File: src/rtl/mem_handshake_bridge_pkg.sv
// Shared types and constants for the memory handshake bridge and its channel FSMs.
package mem_handshake_bridge_pkg;

    typedef enum logic [1:0] {
        ST_IDLE = 2'd0,
        ST_WAIT = 2'd1,
        ST_ACC  = 2'd2,
        ST_RESP = 2'd3
    } chan_state_t;

    localparam int DELAY_CNT_W = 4;

    // Memory ports carry word indices: byte address without its two low bits.
    function automatic int word_idx_w(input int addr_width);
        return addr_width - 2;
    endfunction

endpackage

File: src/rtl/mem_chan_fsm.sv
// One valid/ready channel: request delay counter, handshake FSM and registered read response.
module mem_chan_fsm
    import mem_handshake_bridge_pkg::*;
#(
    parameter int REQ_DELAY = 2
) (
    input  logic        clk,
    input  logic        rst_n,
    input  logic        i_req,
    input  logic        i_write,
    input  logic [31:0] i_rdata,
    input  logic        i_rsp_ready,
    output logic        o_req_ready,
    output logic        o_acc,
    output logic        o_rsp_valid,
    output logic [31:0] o_rsp_data
);

    chan_state_t            r_state;
    logic [DELAY_CNT_W-1:0] r_cnt;
    logic                   r_req_ready;
    logic                   r_rsp_valid;
    logic [31:0]            r_rsp_data;

    // NOTE: non-blocking assignments so every register here sees pre-edge values of the others.
    always_ff @(posedge clk or negedge rst_n) begin
        if (!rst_n) begin
            r_state     <= ST_IDLE;
            r_cnt       <= '0;
            r_req_ready <= 1'b0;
            r_rsp_valid <= 1'b0;
            r_rsp_data  <= '0;
        end else begin
            r_req_ready <= 1'b0;
            case (r_state)
                ST_IDLE: begin
                    if (i_req) begin
                        if (REQ_DELAY == 0) begin
                            r_state     <= ST_ACC;
                            r_req_ready <= 1'b1;
                        end else begin
                            r_state <= ST_WAIT;
                            r_cnt   <= DELAY_CNT_W'(REQ_DELAY);
                        end
                    end
                end
                ST_WAIT: begin
                    if (!i_req) begin
                        r_state <= ST_IDLE;
                        r_cnt   <= '0;
                    end else if (r_cnt == DELAY_CNT_W'(1)) begin
                        r_state     <= ST_ACC;
                        r_cnt       <= '0;
                        r_req_ready <= 1'b1;
                    end else begin
                        r_cnt <= r_cnt - 1'b1;
                    end
                end
                ST_ACC: begin
                    // The memory read is asynchronous, so the word is captured at the accepting edge.
                    if (i_write) begin
                        r_state <= ST_IDLE;
                    end else begin
                        r_state     <= ST_RESP;
                        r_rsp_valid <= 1'b1;
                        r_rsp_data  <= i_rdata;
                    end
                end
                ST_RESP: begin
                    if (i_rsp_ready) begin
                        r_state     <= ST_IDLE;
                        r_rsp_valid <= 1'b0;
                    end
                end
                default: r_state <= ST_IDLE;
            endcase
        end
    end

    assign o_req_ready = r_req_ready;
    assign o_acc       = (r_state == ST_ACC);
    assign o_rsp_valid = r_rsp_valid;
    assign o_rsp_data  = r_rsp_data;

endmodule

File: src/rtl/mem_handshake_bridge.sv
// Converts the core's valid/ready instruction and data channels into flat ideal-memory strobes.
module mem_handshake_bridge
    import mem_handshake_bridge_pkg::*;
#(
    parameter int ADDR_WIDTH = 14,
    parameter int REQ_DELAY  = 2
) (
    input  logic                              clk,
    input  logic                              rst_n,
    input  logic                              Inst_Req_Valid,
    output logic                              Inst_Req_Ready,
    input  logic [31:0]                       PC,
    output logic [31:0]                       Instruction,
    output logic                              Inst_Valid,
    input  logic                              Inst_Ready,
    input  logic [31:0]                       Address,
    input  logic                              MemWrite,
    input  logic                              MemRead,
    input  logic [31:0]                       Write_data,
    input  logic [3:0]                        Write_strb,
    output logic                              Mem_Req_Ready,
    output logic [31:0]                       Read_data,
    output logic                              Read_data_Valid,
    input  logic                              Read_data_Ready,
    output logic [word_idx_w(ADDR_WIDTH)-1:0] mem_Raddr1,
    output logic [word_idx_w(ADDR_WIDTH)-1:0] mem_Raddr2,
    output logic [word_idx_w(ADDR_WIDTH)-1:0] mem_Waddr,
    output logic                              mem_Rden1,
    output logic                              mem_Rden2,
    output logic                              mem_Wren,
    output logic [31:0]                       mem_Wdata,
    output logic [3:0]                        mem_Wstrb,
    input  logic [31:0]                       mem_Rdata1,
    input  logic [31:0]                       mem_Rdata2
);

    logic w_inst_acc;
    logic w_data_acc;
    logic w_data_req;
    logic w_unused_addr;

    assign w_data_req = MemRead | MemWrite;

    mem_chan_fsm #(.REQ_DELAY(REQ_DELAY)) u_inst_chan (
        .clk         (clk),
        .rst_n       (rst_n),
        .i_req       (Inst_Req_Valid),
        .i_write     (1'b0),
        .i_rdata     (mem_Rdata1),
        .i_rsp_ready (Inst_Ready),
        .o_req_ready (Inst_Req_Ready),
        .o_acc       (w_inst_acc),
        .o_rsp_valid (Inst_Valid),
        .o_rsp_data  (Instruction)
    );

    // A combined read+write request is a write: the write flag wins inside the FSM and here.
    mem_chan_fsm #(.REQ_DELAY(REQ_DELAY)) u_data_chan (
        .clk         (clk),
        .rst_n       (rst_n),
        .i_req       (w_data_req),
        .i_write     (MemWrite),
        .i_rdata     (mem_Rdata2),
        .i_rsp_ready (Read_data_Ready),
        .o_req_ready (Mem_Req_Ready),
        .o_acc       (w_data_acc),
        .o_rsp_valid (Read_data_Valid),
        .o_rsp_data  (Read_data)
    );

    assign mem_Rden1  = w_inst_acc;
    assign mem_Rden2  = w_data_acc & ~MemWrite;
    assign mem_Wren   = w_data_acc & MemWrite;

    assign mem_Raddr1 = PC[ADDR_WIDTH-1:2];
    assign mem_Raddr2 = Address[ADDR_WIDTH-1:2];
    assign mem_Waddr  = Address[ADDR_WIDTH-1:2];
    assign mem_Wdata  = Write_data;
    assign mem_Wstrb  = Write_strb;

    // Address bits outside the word index wrap away by truncation.
    assign w_unused_addr = ^{PC[31:ADDR_WIDTH], PC[1:0], Address[31:ADDR_WIDTH], Address[1:0]};

endmodule

File: config.mk
export PLATFORM = sky130hd
export DESIGN_NAME = mem_handshake_bridge
export DESIGN_NICKNAME = d
export VERILOG_FILES = /design/src/rtl/mem_handshake_bridge_pkg.sv /design/src/rtl/mem_chan_fsm.sv /design/src/rtl/mem_handshake_bridge.sv
export SDC_FILE = /design/constraint.sdc
export NUM_CORES = 1
export LEC_CHECK = 0
export CAP_MARGIN = 20
export CORE_AREA = 3 3 120 122
export CTS_CLUSTER_DIAMETER = 30
export DETAILED_ROUTE_END_ITERATION = 6
export DIE_AREA = 0 0 123 125
export PLACE_DENSITY = 0.78
export SETUP_SLACK_MARGIN = 0.2
export SYNTH_ARGS = -nofsm -noshare
export SYNTH_HDL_FRONTEND = slang
export SYNTH_SLANG_ARGS = --single-unit
File: constraint.sdc
create_clock -name clk -period 1.6 [get_ports clk]
set_input_delay 0.32 -clock clk [delete_from_list [all_inputs] [get_ports clk]]
set_output_delay 0.32 -clock clk [all_outputs]
set_load 0.05 [all_outputs]
Word level (Yosys, flattened, before mapping)
Index checks and enable logic that the tools add are counted.
- register bits after elaboration: 80
- logic and storage cells: 74
- output and inout port bits: 143
- equality and inequality tests: 15
- add/subtract/negate cells: 2
- reductions and logical operators: 13
- mux-type cells: 30
- bitwise gates (word level): 4
- operator list (kind ; number):
    4-bit two-way mux ; 6
    2-bit two-way mux ; 9
    2-bit one-hot mux with 4 select lines ; 2
    4-bit one-hot mux with 2 select lines ; 2
    1-bit two-way mux ; 9
    3-bit AND reduction ; 3
    2-bit == test, second input constant ; 4
    4-bit by 1-bit == test with 1-bit output, second input constant ; 2
    2-bit != test, second input constant ; 4
    2-bit AND reduction ; 4
    2-bit nonzero test ; 4
    4-bit by 1-bit subtractor with 4-bit output, second input constant ; 2
    2-bit by 1-bit == test with 1-bit output, second input constant ; 2
    2-bit zero test ; 2
    1-bit one-hot mux with 2 select lines ; 2
    3-bit by 2-bit != test with 1-bit output, second input constant ; 1
    3-bit != test, second input constant ; 1
    1-bit AND ; 2
    2-bit by 1-bit != test with 1-bit output, second input constant ; 1
    1-bit NOT ; 1
    1-bit bitwise OR ; 1

Longest topological paths before layout
- depth in word-level cells: 4
- gate-level depth with buffers: 5

By module
A second synthesis with hierarchy kept.
- cells, all modules: 298
- area total of the unflattened synthesis: 3824.9 µm²
- modules (own cells, without submodules) (module ; area an instance (µm²) ; cells an instance ; times used ; sequential area each (µm²)):
    mem_chan_fsm ; 1629.1 ; 111 ; 2 ; 1001.0
    mem_handshake_bridge ; 566.8 ; 76 ; 1 ; 0.0

Worst setup path before layout
No wires, ideal clock.
- path kind: flip-flop to flip-flop
- from: register with a tool-made name
- to: register u_inst_chan.r_rsp_data[10], in the netlist u_inst_chan.o_rsp_data[10]
- arrival: 1340 ps
- data required time: 1475 ps
- clock period less this slack: 1465 ps
- path buffers: 2
- library setup time: 125 ps
- stages on the path, launching flop included: 6
- path slack: 135 ps
- cell sequence: dfrtp_1 > buf_2 > inv_1 > nor2_4 > buf_4 > mux2_2
- RTL lines (element ; line ; RTL):
    end signal: assignment ; mem_chan_fsm.sv:66 ; r_rsp_data <= i_rdata;
    end: declaration ; mem_chan_fsm.sv:23 ; logic [31:0] r_rsp_data;

Final worst setup path
- from: register u_data_chan.r_state[0]
- to: output port mem_Rden2
- cells in the longest elaborated chain, start to end: 2
- ends and longest elaborated chain (element ; line ; RTL):
    start: declaration ; mem_chan_fsm.sv:19 ; chan_state_t r_state;
    start signal: assignment ; mem_chan_fsm.sv:28 ; r_state <= ST_IDLE;
    start signal: assignment ; mem_chan_fsm.sv:39 ; r_state <= ST_ACC;
    start signal: assignment ; mem_chan_fsm.sv:42 ; r_state <= ST_WAIT;
    2-bit == test ; mem_chan_fsm.sv:81 ; assign o_acc = (r_state == ST_ACC);
    1-bit AND ; mem_handshake_bridge.sv:72 ; assign mem_Rden2 = w_data_acc & ~MemWrite;
    end: declaration ; mem_handshake_bridge.sv:29 ; output logic mem_Rden2,
No other way between the ends.

==> results.yml <==
detailed_routing:
  dr.first_iter.drc_count: 113
  detail-route-antenna-nets: 0
  drc_errors: 0
  dr.pass1.iters: 4
  routed_wl_um: 9602
  viasPerCell: 4.313
  vias: 2493
  avgRoutedWirePerCell_um: 16.61
min_path:
  worst_hold_path_type: "primary input to async pin"
worst_setup_path:
  crit_type: "flip-flop to output pin"
  crit_family: "flip-flops"
  crit_required_ps: 1280
  rr_worst_depth: 6
  crit_chain: "inv_2, and3_4, buf_12, buf_12"
  slowest_delay_ps: 390
  critPathMaxFanout: 4
  cp-end-kind: "output pin"
  reg2reg_to: "u_data_chan.o_rsp_data[23]$_DFFE_PN0P_"
  critical_path.slowest_cell: "dfrtp_1"
  r2r_slack_ps: 130
  cp_num_buf_inv: 3
  crit_arrival_ps: 1250
  cp_common_cell: "buf_12"
  reg2reg_from: "u_data_chan.r_state[0]$_DFFE_PN0P_"
  cp-start-kind: "flip-flop"
global_route:
  grt_max_degree: 81
  grt_use_total_pct: 12.17
  gr-total-overflow: 0
  grt_pass1_vias: 2664
  grt_pass1_wl_um: 14390
  antenna_found_initial: 0
timing:
  setup_viol: 0
  fin_worst_skew_ps: 6.406
  fmax_mhz: 635.5
  slew_viol_final: 0
  max_slew_margin_pct: 70.53
  min_period_over_period_pct: 98.34
  worst_pin_slew_ps: 437.4
  holdWs_ps: -1.310
  hold_viol_final: 3
  fin_tns_setup_ps: 0
  rsz0062_at_grt: "yes"
  fin_crit_ps: 1573
synthesis:
  synthCells: 296
  avgSynthCellArea_um2: 13.15
  synth_top_area_share_pct: 51.41
  async_flop_share_pct: 100.0
  postSynthNetCount: 471
  yosys-top-cells-count: "80 x dfrtp_1, 75 x buf_4, 35 x mux2_2"
  synthFlopType: "dfrtp_1"
  yosysUniqueCellTypes: 33
  yosysTopAreaCell: "dfrtp_1"
  netlist_area_mm2: 0.003894
  yosys_warnings: 0
  ys_top_cells_by_area: "dfrtp_1 51%, buf_4 14%, mux2_4 11%, mux2_2 10%, o21ai_0 1.7%"
  synth_edf_count: 0
  synth.most_common_cell: "dfrtp_1"
  ys_ff_latch: 80
  ys_seq_area_share_pct: 51.41
cts:
  cts.clk_slew.worst_paths_ps: 60
  cts_hold_buf: 0
  cts_tree: "done"
  clock_latency_ps: 340
  htree_levels: 3
  numCtsBuffers: 9
  cts-root-buf: "clkbuf_16"
  cts_buffer_depth: 2
  cts_sinks: 80
floorplanning:
  ios: 314
  dieArea_mm2: 0.01538
  start_util_pct: 29.29
  rows: 42
  core_area_mm2: 0.01330
  die_height_um: 125
  die_w_um: 123
run_status:
  status: "complete, but fails checks"
  violations: "negative hold slack"
cells_and_area:
  n_antenna_cell: 0
  fin_area_mm2: 0.005599
  synthToLayoutAreaGrowth_pct: 43.80
  nets: 572
  drive_above_1_share_pct: 48.76
  ff_latch_area_mm2: 0.002003
  multi_input_area_mm2: 0.001295
  fillers: 1240
power:
  p_per_area_mw_per_mm2: 2305
  p_leak_nw: 2.539
  total_power_mw: 12.91
  ir_drop_uv: 1056
flow_run:
  drv_cap: 0
placed_design:
  portBuffers: 141
  gp_congestion: 0.7767
  hpwl_um: 6858
  dpl-instance-area_mm2: 0.004961
cells in the final DEF, fill, tap and decap left out, types with 2 or more instances in the layout:
cell	instances
dfrtp_1	79
buf_4	78
clkdlybuf4s50_1	68
mux2_2	32
mux2_4	32
buf_12	15
o21ai_0	12
nand2_1	12
clkbuf_16	11
inv_2	4
inv_1	4
nor3_1	4
nand2b_1	3
a21oi_1	3
ha_1	3
buf_6	3
and3_4	2
nor2_1	2
nor2b_1	2
nor3b_1	2
mux2i_1	2
o31ai_1	2
clkinv_4	2
buf_16	2
buf_8	2
through the flow:
stage / util, % / std cells / worst slack (ps)
floorplan: - / 296 / 204.1
global placement: 37.31 / 543 / -189.8
detailed placement: 37.31 / 543 / -204.2
CTS: 40.85 / 570 / 1.147
global route: 42.11 / 578 / -22.56
finish: 42.11 / 578 / 26.55
metal layers:
metal	vias up	part of all wire, %	track usage (%)
met5	-	0	0
met3	28	10	6.278
met1	1209	36	12.13
met2	122	51	21.20
li1	1134	-	-
met4	0	2.3	4.886
what timing repair did:
item / 4_1_cts / 5_1_grt
gates cloned: 1 / 2
gates resized for setup: 18 / 18
setup buffers: 10 / 6
pin swaps: 5 / 6
setup endpoints to repair: 20 / 70
registers in the layout, summed over array words and instances (netlist names), named ones only:
register,flops
u_inst_chan.r_cnt,4
u_inst_chan.o_req_ready,1
u_data_chan.r_cnt,4
u_inst_chan.o_rsp_valid,1
u_inst_chan.r_state,1
u_inst_chan.o_rsp_data,32
u_data_chan.r_state,2
u_data_chan.o_rsp_data,32
u_data_chan.o_req_ready,1
u_data_chan.o_rsp_valid,1
worst max-delay path by stage:
| stage | from | endpoint | slack (ps) | depth (start not counted) |
|---|---|---|---|---|
| finish | u_data_chan.r_state[0]$_DFFE_PN0P_ | mem_Rden2 | 30 | 4 |
| CTS | u_data_chan.r_state[0]$_DFFE_PN0P_ | mem_Rden2 | 1 | 4 |
| floorplan | flip-flop | u_inst_chan.o_rsp_data[10]$_DFFE_PN0P_ | 200 | 5 |
| detailed placement | MemWrite | mem_Rden2 | -200 | 5 |
| global placement | MemWrite | mem_Rden2 | -190 | 5 |
| global route | u_data_chan.r_state[0]$_DFFE_PN0P_ | mem_Rden2 | -20 | 4 |
area by class of cell:
cell class	count	area share [%]
flip-flops and latches	80	35.78
repair buffers	171	31.15
inverters	8	0.5363
clock buffers	11	4.335
well taps	176	3.933
multi-input cells	127	23.13
clock inverters	5	1.140
report_power, final:
part / leakage [nW] / internal (mW) / switching (mW)
sequential: 1.00 / 2.96 / 0.647
combinational: 1.39 / 2.99 / 4.23
clock: 0.146 / 1.26 / 0.818
total: 2.54 / 7.21 / 5.70
kinds of logic (layout without fill, tap and decap cells):
| kind of cell | Yosys count | count (layout) | share of synthesized area, % |
|---|---|---|---|
| AO/OA/AOI/OAI | 26 | 26 | 3.985 |
| adder cells (fa/ha/maj) | 4 | 4 | 1.285 |
| buffers and inverters | 89 | 195 | 17.29 |
| flip-flops | 80 | 80 | 51.41 |
| multiplexers | 66 | 66 | 21.82 |
| AND/OR/NAND/NOR | 31 | 31 | 4.210 |
worst register-to-register path, delay by kind of cell, from the launching register on:
family | cells | cell delay [ps]
flip-flops | 1 | 390
AND/OR/NAND/NOR | 1 | 200
multiplexers | 1 | 300
buffers and inverters | 4 | 470
No activity file was read; power rests on OpenSTA's default activity.
==> edit (same settings) <==
The parameter `ADDR_WIDTH` goes from 14 to 15.
--- a/src/rtl/mem_handshake_bridge.sv
+++ b/src/rtl/mem_handshake_bridge.sv
@@ -2,7 +2,7 @@
 module mem_handshake_bridge
     import mem_handshake_bridge_pkg::*;
 #(
-    parameter int ADDR_WIDTH = 14,
+    parameter int ADDR_WIDTH = 15,
     parameter int REQ_DELAY  = 2
 ) (
     input  logic                              clk,
Ports: changed (resized mem_Raddr1, mem_Raddr2 and mem_Waddr); port bits go from 314 to 317. No check against the original RTL was run, so the function may have changed too.
==> edit against the unedited design <==
- setup slack improved by 0.022 ns
- design area decreased by 2.0%
- register-to-register slack got worse by 0.02 ns
- area after synthesis increased by 0.58%
- power decreased by 1.2%
- routed wire length decreased by 1.7%
- die area unchanged
- sequential cell count unchanged
- largest cell class unchanged
==> edit: results (changes against the unedited design) <==
[run_status]
outcome = complete, no violations

[route]
routed_wl_um = 9443  ; -1.7%
wl_met1_um = 3427  ; -1.1%
routed-wl-met2_um = 4821  ; -1.9%
viasPerCell = 4.329  ; +0.36%

[placement]
hpwl_um = 6690  ; -2.4%
detailed_place.area_um2 = 4908  ; -1.1%
post-place-ws_ns = -0.1934  ; +0.01080 ns
gp_congestion = 0.7720  ; -0.61%
post-place-cells = 541  ; -0.37%

[power]
power_frac_clock = 0.171  ; +0.010
power.internal_w = 0.007192  ; -0.29%
power_w = 0.01276  ; -1.2%

[cells_and_area]
multi_input_area_um2 = 1289  ; -0.48%
fillCellCount = 1207  ; -2.7%
drive_gt1_frac = 0.4848  ; -0.002714

[worst_setup_path]
cp.arrival_ns = 1.23  ; -0.02 ns
worstPathMaxFanout = 2  ; -2
cpPeakStageDelay_ns = 0.42  ; +0.03 ns

[global_routing]
gr-usage-met1 = 0.1250  ; +0.003622
met3_usage = 0.04426  ; -0.01852

[clocking]
cts_resized = 11  ; -7
post_cts_buffers = 9  ; -1

[yosys]
synth.net_count = 474  ; +0.64%
syn_inst = 299  ; +1.0%
synth_compound_area_frac = 0.03962  ; -0.0002291
synth_area_leaders = dfrtp_1 51%, buf_4 15%, mux2_4 11%
ys_seq_area_frac = 0.5112  ; -0.002957
synth_adder_area_share = 0.01278  ; -0.00007392

[sta]
slew_headroom = 0.7002  ; -0.005134

edit: changes by cell type after synthesis, sizes merged:
cell and change:
buf +3
edit: final timing paths:
path / start / end / slack [ns] / cells after the start
setup / recovery: u_data_chan.r_state[0] / mem_Rden2 / 0.05 / 4
hold / removal: rst_n / u_data_chan.o_rsp_data[19] / 0.01 / 2
setup reg to reg: u_data_chan.r_state[0] / u_data_chan.o_rsp_data[30] / 0.11 / 5
hold reg to reg: u_inst_chan.o_rsp_valid / u_inst_chan.o_rsp_valid / 0.49 / 1
max in group asynchronous: rst_n / u_data_chan.o_rsp_data[3] / 1.27 / 2
min in group clk: u_inst_chan.o_rsp_valid / u_inst_chan.o_rsp_valid / 0.49 / 1
edit: area by class of cell:
type,count,share of cell area
well taps,176,0.04015
inverters,8,0.005474
repair buffers,166,0.2956
clock inverters,5,0.01483
multi-input cells,127,0.2349
clock buffers,10,0.04357
flip-flops and latches,80,0.3654
